--- src/rtl/riscv_ctrl_pkg.sv ---
// Shared control definitions for the RV32I multicycle controller.
// Contents: FSM state encoding, the opcodes the controller recognises, and
// the encodings of the ResultSrc / ALUSrcA / ALUSrcB / ALUOp / ImmSrc selects.
package riscv_ctrl_pkg;

  typedef enum logic [3:0] {
    FETCH    = 4'd0,
    DECODE   = 4'd1,
    MEMADR   = 4'd2,
    MEMREAD  = 4'd3,
    MEMWB    = 4'd4,
    MEMWRITE = 4'd5,
    EXECUTER = 4'd6,
    EXECUTEI = 4'd7,
    ALUWB    = 4'd8,
    BEQ      = 4'd9,
    JAL      = 4'd10,
    LUI      = 4'd11,
    TRAP     = 4'd12
  } state_t;

  localparam logic [6:0] OP_LW  = 7'b0000011;
  localparam logic [6:0] OP_SW  = 7'b0100011;
  localparam logic [6:0] OP_R   = 7'b0110011;
  localparam logic [6:0] OP_I   = 7'b0010011;
  localparam logic [6:0] OP_BEQ = 7'b1100011;
  localparam logic [6:0] OP_JAL = 7'b1101111;
  localparam logic [6:0] OP_LUI = 7'b0110111;

  localparam logic [1:0] RES_ALUOUT = 2'b00;
  localparam logic [1:0] RES_DATA   = 2'b01;
  localparam logic [1:0] RES_ALURES = 2'b10;
  localparam logic [1:0] RES_IMM    = 2'b11;

  localparam logic [1:0] SRCA_PC    = 2'b00;
  localparam logic [1:0] SRCA_OLDPC = 2'b01;
  localparam logic [1:0] SRCA_RD1   = 2'b10;

  localparam logic [1:0] SRCB_RD2   = 2'b00;
  localparam logic [1:0] SRCB_IMM   = 2'b01;
  localparam logic [1:0] SRCB_4     = 2'b10;

  localparam logic [1:0] ALUOP_ADD   = 2'b00;
  localparam logic [1:0] ALUOP_SUB   = 2'b01;
  localparam logic [1:0] ALUOP_FUNCT = 2'b10;

  localparam logic [2:0] IMM_I = 3'b000;
  localparam logic [2:0] IMM_S = 3'b001;
  localparam logic [2:0] IMM_B = 3'b010;
  localparam logic [2:0] IMM_J = 3'b011;
  localparam logic [2:0] IMM_U = 3'b100;

endpackage

--- src/rtl/immdec_sel.sv ---
// Immediate-format select: maps an opcode to the ImmSrc code consumed by the
// immediate extender. Purely combinational so the pipelined decoder can reuse it.
// Ports:
//   op_i       instr[6:0]
//   imm_src_o  000 I, 001 S, 010 B, 011 J, 100 U (000 for anything unlisted)
module immdec_sel
  import riscv_ctrl_pkg::*;
(
  input  logic [6:0] op_i,
  output logic [2:0] imm_src_o
);

  always_comb begin
    imm_src_o = IMM_I;
    case (op_i)
      OP_SW:   imm_src_o = IMM_S;
      OP_BEQ:  imm_src_o = IMM_B;
      OP_JAL:  imm_src_o = IMM_J;
      OP_LUI:  imm_src_o = IMM_U;
      default: imm_src_o = IMM_I;
    endcase
  end

endmodule

--- src/rtl/main_fsm.sv ---
// Multicycle RV32I main control FSM. Sequences fetch / decode / execute /
// memory / writeback, waits on a memory ready handshake, supports LUI, traps
// on unsupported opcodes and counts retired instructions.
// Ports:
//   clk, reset            rising-edge clock, asynchronous active-high reset
//   op                    instr[6:0] from the instruction register
//   mem_ready             memory access completes this cycle
//   RegWrite, MemWrite    register-file / data-memory write strobes
//   IRWrite, PCUpdate     instruction register load, unconditional PC write
//   Branch                conditional PC write (qualified by Zero in datapath)
//   AdrSrc                memory address select (0 PC, 1 Result)
//   ResultSrc             00 ALUOut, 01 Data, 10 ALUResult, 11 ImmExt
//   ALUSrcA / ALUSrcB     ALU operand selects
//   ALUOp                 00 add, 01 sub, 10 funct-decoded (to aludec)
//   ImmSrc                immediate format, combinational from op
//   retire                pulse on the last cycle of each instruction
//   illegal_op            sticky unsupported-opcode flag
//   instret               retired-instruction count, wraps silently
module main_fsm
  import riscv_ctrl_pkg::*;
#(
  parameter bit MEM_HANDSHAKE = 1'b1,
  parameter bit EN_LUI        = 1'b1,
  parameter int CNT_W         = 32
) (
  input  logic             clk,
  input  logic             reset,
  input  logic [6:0]       op,
  input  logic             mem_ready,
  output logic             RegWrite,
  output logic             MemWrite,
  output logic             IRWrite,
  output logic             PCUpdate,
  output logic             Branch,
  output logic             AdrSrc,
  output logic [1:0]       ResultSrc,
  output logic [1:0]       ALUSrcA,
  output logic [1:0]       ALUSrcB,
  output logic [1:0]       ALUOp,
  output logic [2:0]       ImmSrc,
  output logic             retire,
  output logic             illegal_op,
  output logic [CNT_W-1:0] instret
);

  state_t           state_q, state_d;
  logic             illegal_q;
  logic [CNT_W-1:0] instret_q;
  logic             ready;
  logic             rw_raw, mw_raw, irw_raw, pcu_raw, br_raw, ret_raw;

  assign ready = MEM_HANDSHAKE ? mem_ready : 1'b1;

  immdec_sel u_immdec_sel (
    .op_i      (op),
    .imm_src_o (ImmSrc)
  );

  always_ff @(posedge clk or posedge reset) begin
    if (reset) begin
      state_q   <= FETCH;
      illegal_q <= 1'b0;
      instret_q <= '0;
    end else begin
      state_q <= state_d;
      if (state_d == TRAP) illegal_q <= 1'b1;
      if (ret_raw) instret_q <= instret_q + {{(CNT_W-1){1'b0}}, 1'b1};
    end
  end

  always_comb begin
    state_d = state_q;
    case (state_q)
      FETCH:    if (ready) state_d = DECODE;
      DECODE: begin
        case (op)
          OP_LW, OP_SW: state_d = MEMADR;
          OP_R:         state_d = EXECUTER;
          OP_I:         state_d = EXECUTEI;
          OP_BEQ:       state_d = BEQ;
          OP_JAL:       state_d = JAL;
          OP_LUI:       state_d = EN_LUI ? LUI : TRAP;
          default:      state_d = TRAP;
        endcase
      end
      MEMADR:   state_d = (op == OP_LW) ? MEMREAD : MEMWRITE;
      MEMREAD:  if (ready) state_d = MEMWB;
      MEMWB:    state_d = FETCH;
      MEMWRITE: if (ready) state_d = FETCH;
      EXECUTER: state_d = ALUWB;
      EXECUTEI: state_d = ALUWB;
      ALUWB:    state_d = FETCH;
      BEQ:      state_d = FETCH;
      JAL:      state_d = ALUWB;  // ALUWB writes rd = PC+4 and retires
      LUI:      state_d = FETCH;
      TRAP:     state_d = TRAP;
      default:  state_d = FETCH;
    endcase
  end

  always_comb begin
    rw_raw    = 1'b0;
    mw_raw    = 1'b0;
    irw_raw   = 1'b0;
    pcu_raw   = 1'b0;
    br_raw    = 1'b0;
    ret_raw   = 1'b0;
    AdrSrc    = 1'b0;
    ResultSrc = RES_ALUOUT;
    ALUSrcA   = SRCA_PC;
    ALUSrcB   = SRCB_RD2;
    ALUOp     = ALUOP_ADD;
    case (state_q)
      FETCH: begin
        ALUSrcB   = SRCB_4;
        ResultSrc = RES_ALURES;
        irw_raw   = ready;
        pcu_raw   = ready;
      end
      DECODE: begin
        ALUSrcA = SRCA_OLDPC;
        ALUSrcB = SRCB_IMM;
      end
      MEMADR: begin
        ALUSrcA = SRCA_RD1;
        ALUSrcB = SRCB_IMM;
      end
      MEMREAD:  AdrSrc = 1'b1;
      MEMWB: begin
        ResultSrc = RES_DATA;
        rw_raw    = 1'b1;
        ret_raw   = 1'b1;
      end
      MEMWRITE: begin
        // Write strobe held through the whole wait; retire only on completion.
        AdrSrc  = 1'b1;
        mw_raw  = 1'b1;
        ret_raw = ready;
      end
      EXECUTER: begin
        ALUSrcA = SRCA_RD1;
        ALUOp   = ALUOP_FUNCT;
      end
      EXECUTEI: begin
        ALUSrcA = SRCA_RD1;
        ALUSrcB = SRCB_IMM;
        ALUOp   = ALUOP_FUNCT;
      end
      ALUWB: begin
        rw_raw  = 1'b1;
        ret_raw = 1'b1;
      end
      BEQ: begin
        ALUSrcA = SRCA_RD1;
        ALUOp   = ALUOP_SUB;
        br_raw  = 1'b1;
        ret_raw = 1'b1;
      end
      JAL: begin
        ALUSrcA = SRCA_OLDPC;
        ALUSrcB = SRCB_4;
        pcu_raw = 1'b1;
      end
      LUI: begin
        ResultSrc = RES_IMM;
        rw_raw    = 1'b1;
        ret_raw   = 1'b1;
      end
      default: ;
    endcase
  end

  // Strobes are gated by reset directly so an in-flight instruction is killed
  // the moment reset rises, not at the next clock edge.
  assign RegWrite   = rw_raw  & ~reset;
  assign MemWrite   = mw_raw  & ~reset;
  assign IRWrite    = irw_raw & ~reset;
  assign PCUpdate   = pcu_raw & ~reset;
  assign Branch     = br_raw  & ~reset;
  assign retire     = ret_raw & ~reset;
  assign illegal_op = illegal_q;
  assign instret    = instret_q;

endmodule

--- config.mk ---
export PLATFORM = sky130hd
export DESIGN_NAME = main_fsm
export DESIGN_NICKNAME = d
export VERILOG_FILES = /design/src/rtl/riscv_ctrl_pkg.sv /design/src/rtl/immdec_sel.sv /design/src/rtl/main_fsm.sv
export SDC_FILE = /design/constraint.sdc
export NUM_CORES = 1
export LEC_CHECK = 0
export BUFFER_PORTS_ARGS = -buffer_cell sky130_fd_sc_hd__buf_2
export CAP_MARGIN = 20
export CORE_UTILIZATION = 52
export CTS_CLUSTER_SIZE = 25
export DETAILED_ROUTE_END_ITERATION = 10
export HOLD_SLACK_MARGIN = 0.1
export PLACE_DENSITY = 0.84
export SYNTH_ARGS = -nofsm -noshare
export SYNTH_HDL_FRONTEND = slang
export SYNTH_SLANG_ARGS = --single-unit
--- constraint.sdc ---
create_clock -name clk -period 2.4 [get_ports clk]
set_input_delay 0.12 -clock clk [delete_from_list [all_inputs] [get_ports clk]]
set_output_delay 0.12 -clock clk [all_outputs]
set_load 0.02 [all_outputs]
==> reports/qor.txt <==
Storage cell area - 925.9 µm²
Iter 0 DRT Violations - 258
post-DR vias/cell - 5.470
pwr dens - 839.9 nW/µm²
status - finished clean
Async SR Flop Fraction - 1.000
Worst-path clk slew - 70 ps
Tot GR Track Use - 0.2272
Top Layer Used - met4
slew of the pin with the lowest slew margin - 576.3 ps
most frequent cells in the layout - 60 x buf_2, 37 x dfrtp_1, 30 x nand2_1
DRT Wirelength - 4.571 mm
max-cap violations - 0
crit path DAT - 2300 ps
CTS buffer count - 5
Worst Skew - 3.692 ps
DRC - 0
gr ovfl total - 0
final worst path period share - 0.8850
EDFF count, synth - 0
CTS sink cnt - 37
GP Congestion - 0.8589
worst skew pair latency - 290 ps
Setup Viol. Count Final - 0
metal1 wirelength - 2.194 mm
unrepaired setup endpoints after global routing - false
Avg WL per Cell - 13.10 µm
Ports - 61
Net Count, Synth - 250
Multi-input gate area - 1145 µm²
Max clock buf depth - 2
die height - 66.15 µm
Setup crit start kind - flip-flop
metal3 WL - 275 µm
max_slew headroom - 0.6158
CTS HTree Levels - 2
sequential cell area fraction in the yosys report - 0.4327
Die Span X - 66.15 µm
largest cells by area after synthesis - dfrtp_1 43%, xnor2_1 8.6%, nand2_1 5.3%
FF+latch count, synth - 37
dominant synthesized flop cell - dfrtp_1
Syn. warnings - 0
Core Footprint - 3799 µm²
cell area after synthesis - 2140 µm²
largest net degree at the start of global routing - 38
HP Class - in2reg
port bufs - 60
fin area - 2587 µm²
Final #Nets - 311
Place WS - 297.3 ps
CP required - 2570 ps
top cell type by total area after synthesis - dfrtp_1
Netlist cell types - 41
Final WS setup - 276.0 ps
ant diodes - 0
LEAKAGE - 0.001324 µW
Final Hold Viols - 0
vias in the first global route - 1668
FILL cells - 300
fin crit period - 2124 ps
Met2 Wirelength - 2.046 mm
Area growth syn-to-layout - 20.94%
first-pass GRT wire length - 7.562 mm
initial core utilization - 0.5632
Worst Path Max Fanout - 13
CTS tree - built
Gate Count Post-Synth - 239
Final ANT Viol Nets - 0
synthesized area per cell - 8.952 µm²
critical setup path kind - reg2reg
DP Wirelength - 3.334 mm
TNS Setup - 0 ps
Max Slew Vio Count - 0
Fin Hold WS - 144.8 ps
CP endpoint kind - flip-flop
Detailed Routing Iterations Pass 1 - 4
Die ar. - 4375 µm²
row count - 22
commonest non-fill, non-tap cell in the layout - buf_2
CTS root buf - clkbuf_8
initial antenna violation count - 0
share of cells above drive strength 1 - 0.2558
share of the synthesized area in the top cell type - 0.4327
routed vias - 1909
placed cell areas - 2476 µm²
FMAX - 0.4708 GHz
Peak VDD IR - 563.9 µV
-- final timing paths --
kind | startpoint | endpoint | slack [ps] | depth (start not counted)
hold reg to reg | illegal_op | illegal_op | 460 | 1
setup reg to reg | state_q[3] | instret[12] | 280 | 6
hold / removal | mem_ready | state_q[1] | 140 | 2
max in group asynchronous | reset | instret[12] | 1530 | 4
min in group asynchronous | reset | instret[2] | 550 | 4
setup / recovery | state_q[3] | instret[12] | 280 | 6
-- area by class of cell --
| type | count | area share |
|---|---|---|
| timing repair buffer | 64 | 0.1286 |
| clock buffer | 7 | 0.03723 |
| sequential | 37 | 0.3578 |
| tap | 48 | 0.02321 |
| multi-input combinational | 186 | 0.4425 |
| inverter | 6 | 0.008704 |
| clock inverter | 1 | 0.001934 |
-- power breakdown --
part	switching, µW	total (µW)	internal (µW)	leakage [µW]
clock	214	474	259	0.0000542
combinational	555	868	313	0.000777
sequential	135	832	697	0.000493
-- sequential cells by signal, indices dropped and copies added (netlist names) --
signal and cells:
instret 32, state_q 4, illegal_op 1
-- cell families (layout without fill, tap and decap cells) --
group / count (synthesis) / in the layout / share of synthesized area
AND/OR/NAND/NOR: 120 / 120 / 0.2912
flip-flops: 37 / 37 / 0.4327
XOR/XNOR: 33 / 33 / 0.1351
AO/OA/AOI/OAI: 28 / 28 / 0.08362
buffers and inverters: 16 / 78 / 0.03216
multiplexers: 4 / 4 / 0.01930
adder cells (fa/ha/maj): 1 / 1 / 0.005847
-- critical path: stages, from the launching register on --
cell and delay (ps):
dfrtp_1 550, nor2b_1 330, a21oi_1 110, o21ai_2 290, and3_1 410, nand4_1 160
xnor2_1 150
-- metal layers --
metal / up-vias / track usage
li1: 952 / -
met4: 0 / 0.07979
met1: 879 / 0.3143
met2: 71 / 0.3495
met5: - / 0
met3: 7 / 0.05172
-- synth_stat cells, types with 2 or more instances --
master	n
buf_4	2
nor4_1	2
dfrtp_1	37
o22ai_1	2
and3_1	4
nand4_1	6
a211oi_1	2
nor3_1	12
nand2_1	30
inv_1	6
xor2_1	12
a21oi_1	8
a31oi_1	2
nand2b_1	4
a21o_1	2
o21ai_0	6
nand3_1	19
nor2_1	25
and4_1	5
xnor2_1	21
clkbuf_1	6
nor2b_1	5
mux2i_1	3
-- what timing repair did --
action	CTS	global route
resized for setup	0	0
setup buffers	0	0
hold buffers	1	0
hold endpoints to repair	37	0
-- per-stage QoR --
step	instances	total power, µW	utilization
2_1_floorplan	239	1458	-
3_3_place_gp	340	1692	0.6518
3_5_place_dp	340	1701	0.6518
4_1_cts	349	2176	0.6812
5_1_grt	349	2310	0.6812
6_report	349	2173	0.6812
Note: power is estimated with default switching activity, not from simulation.
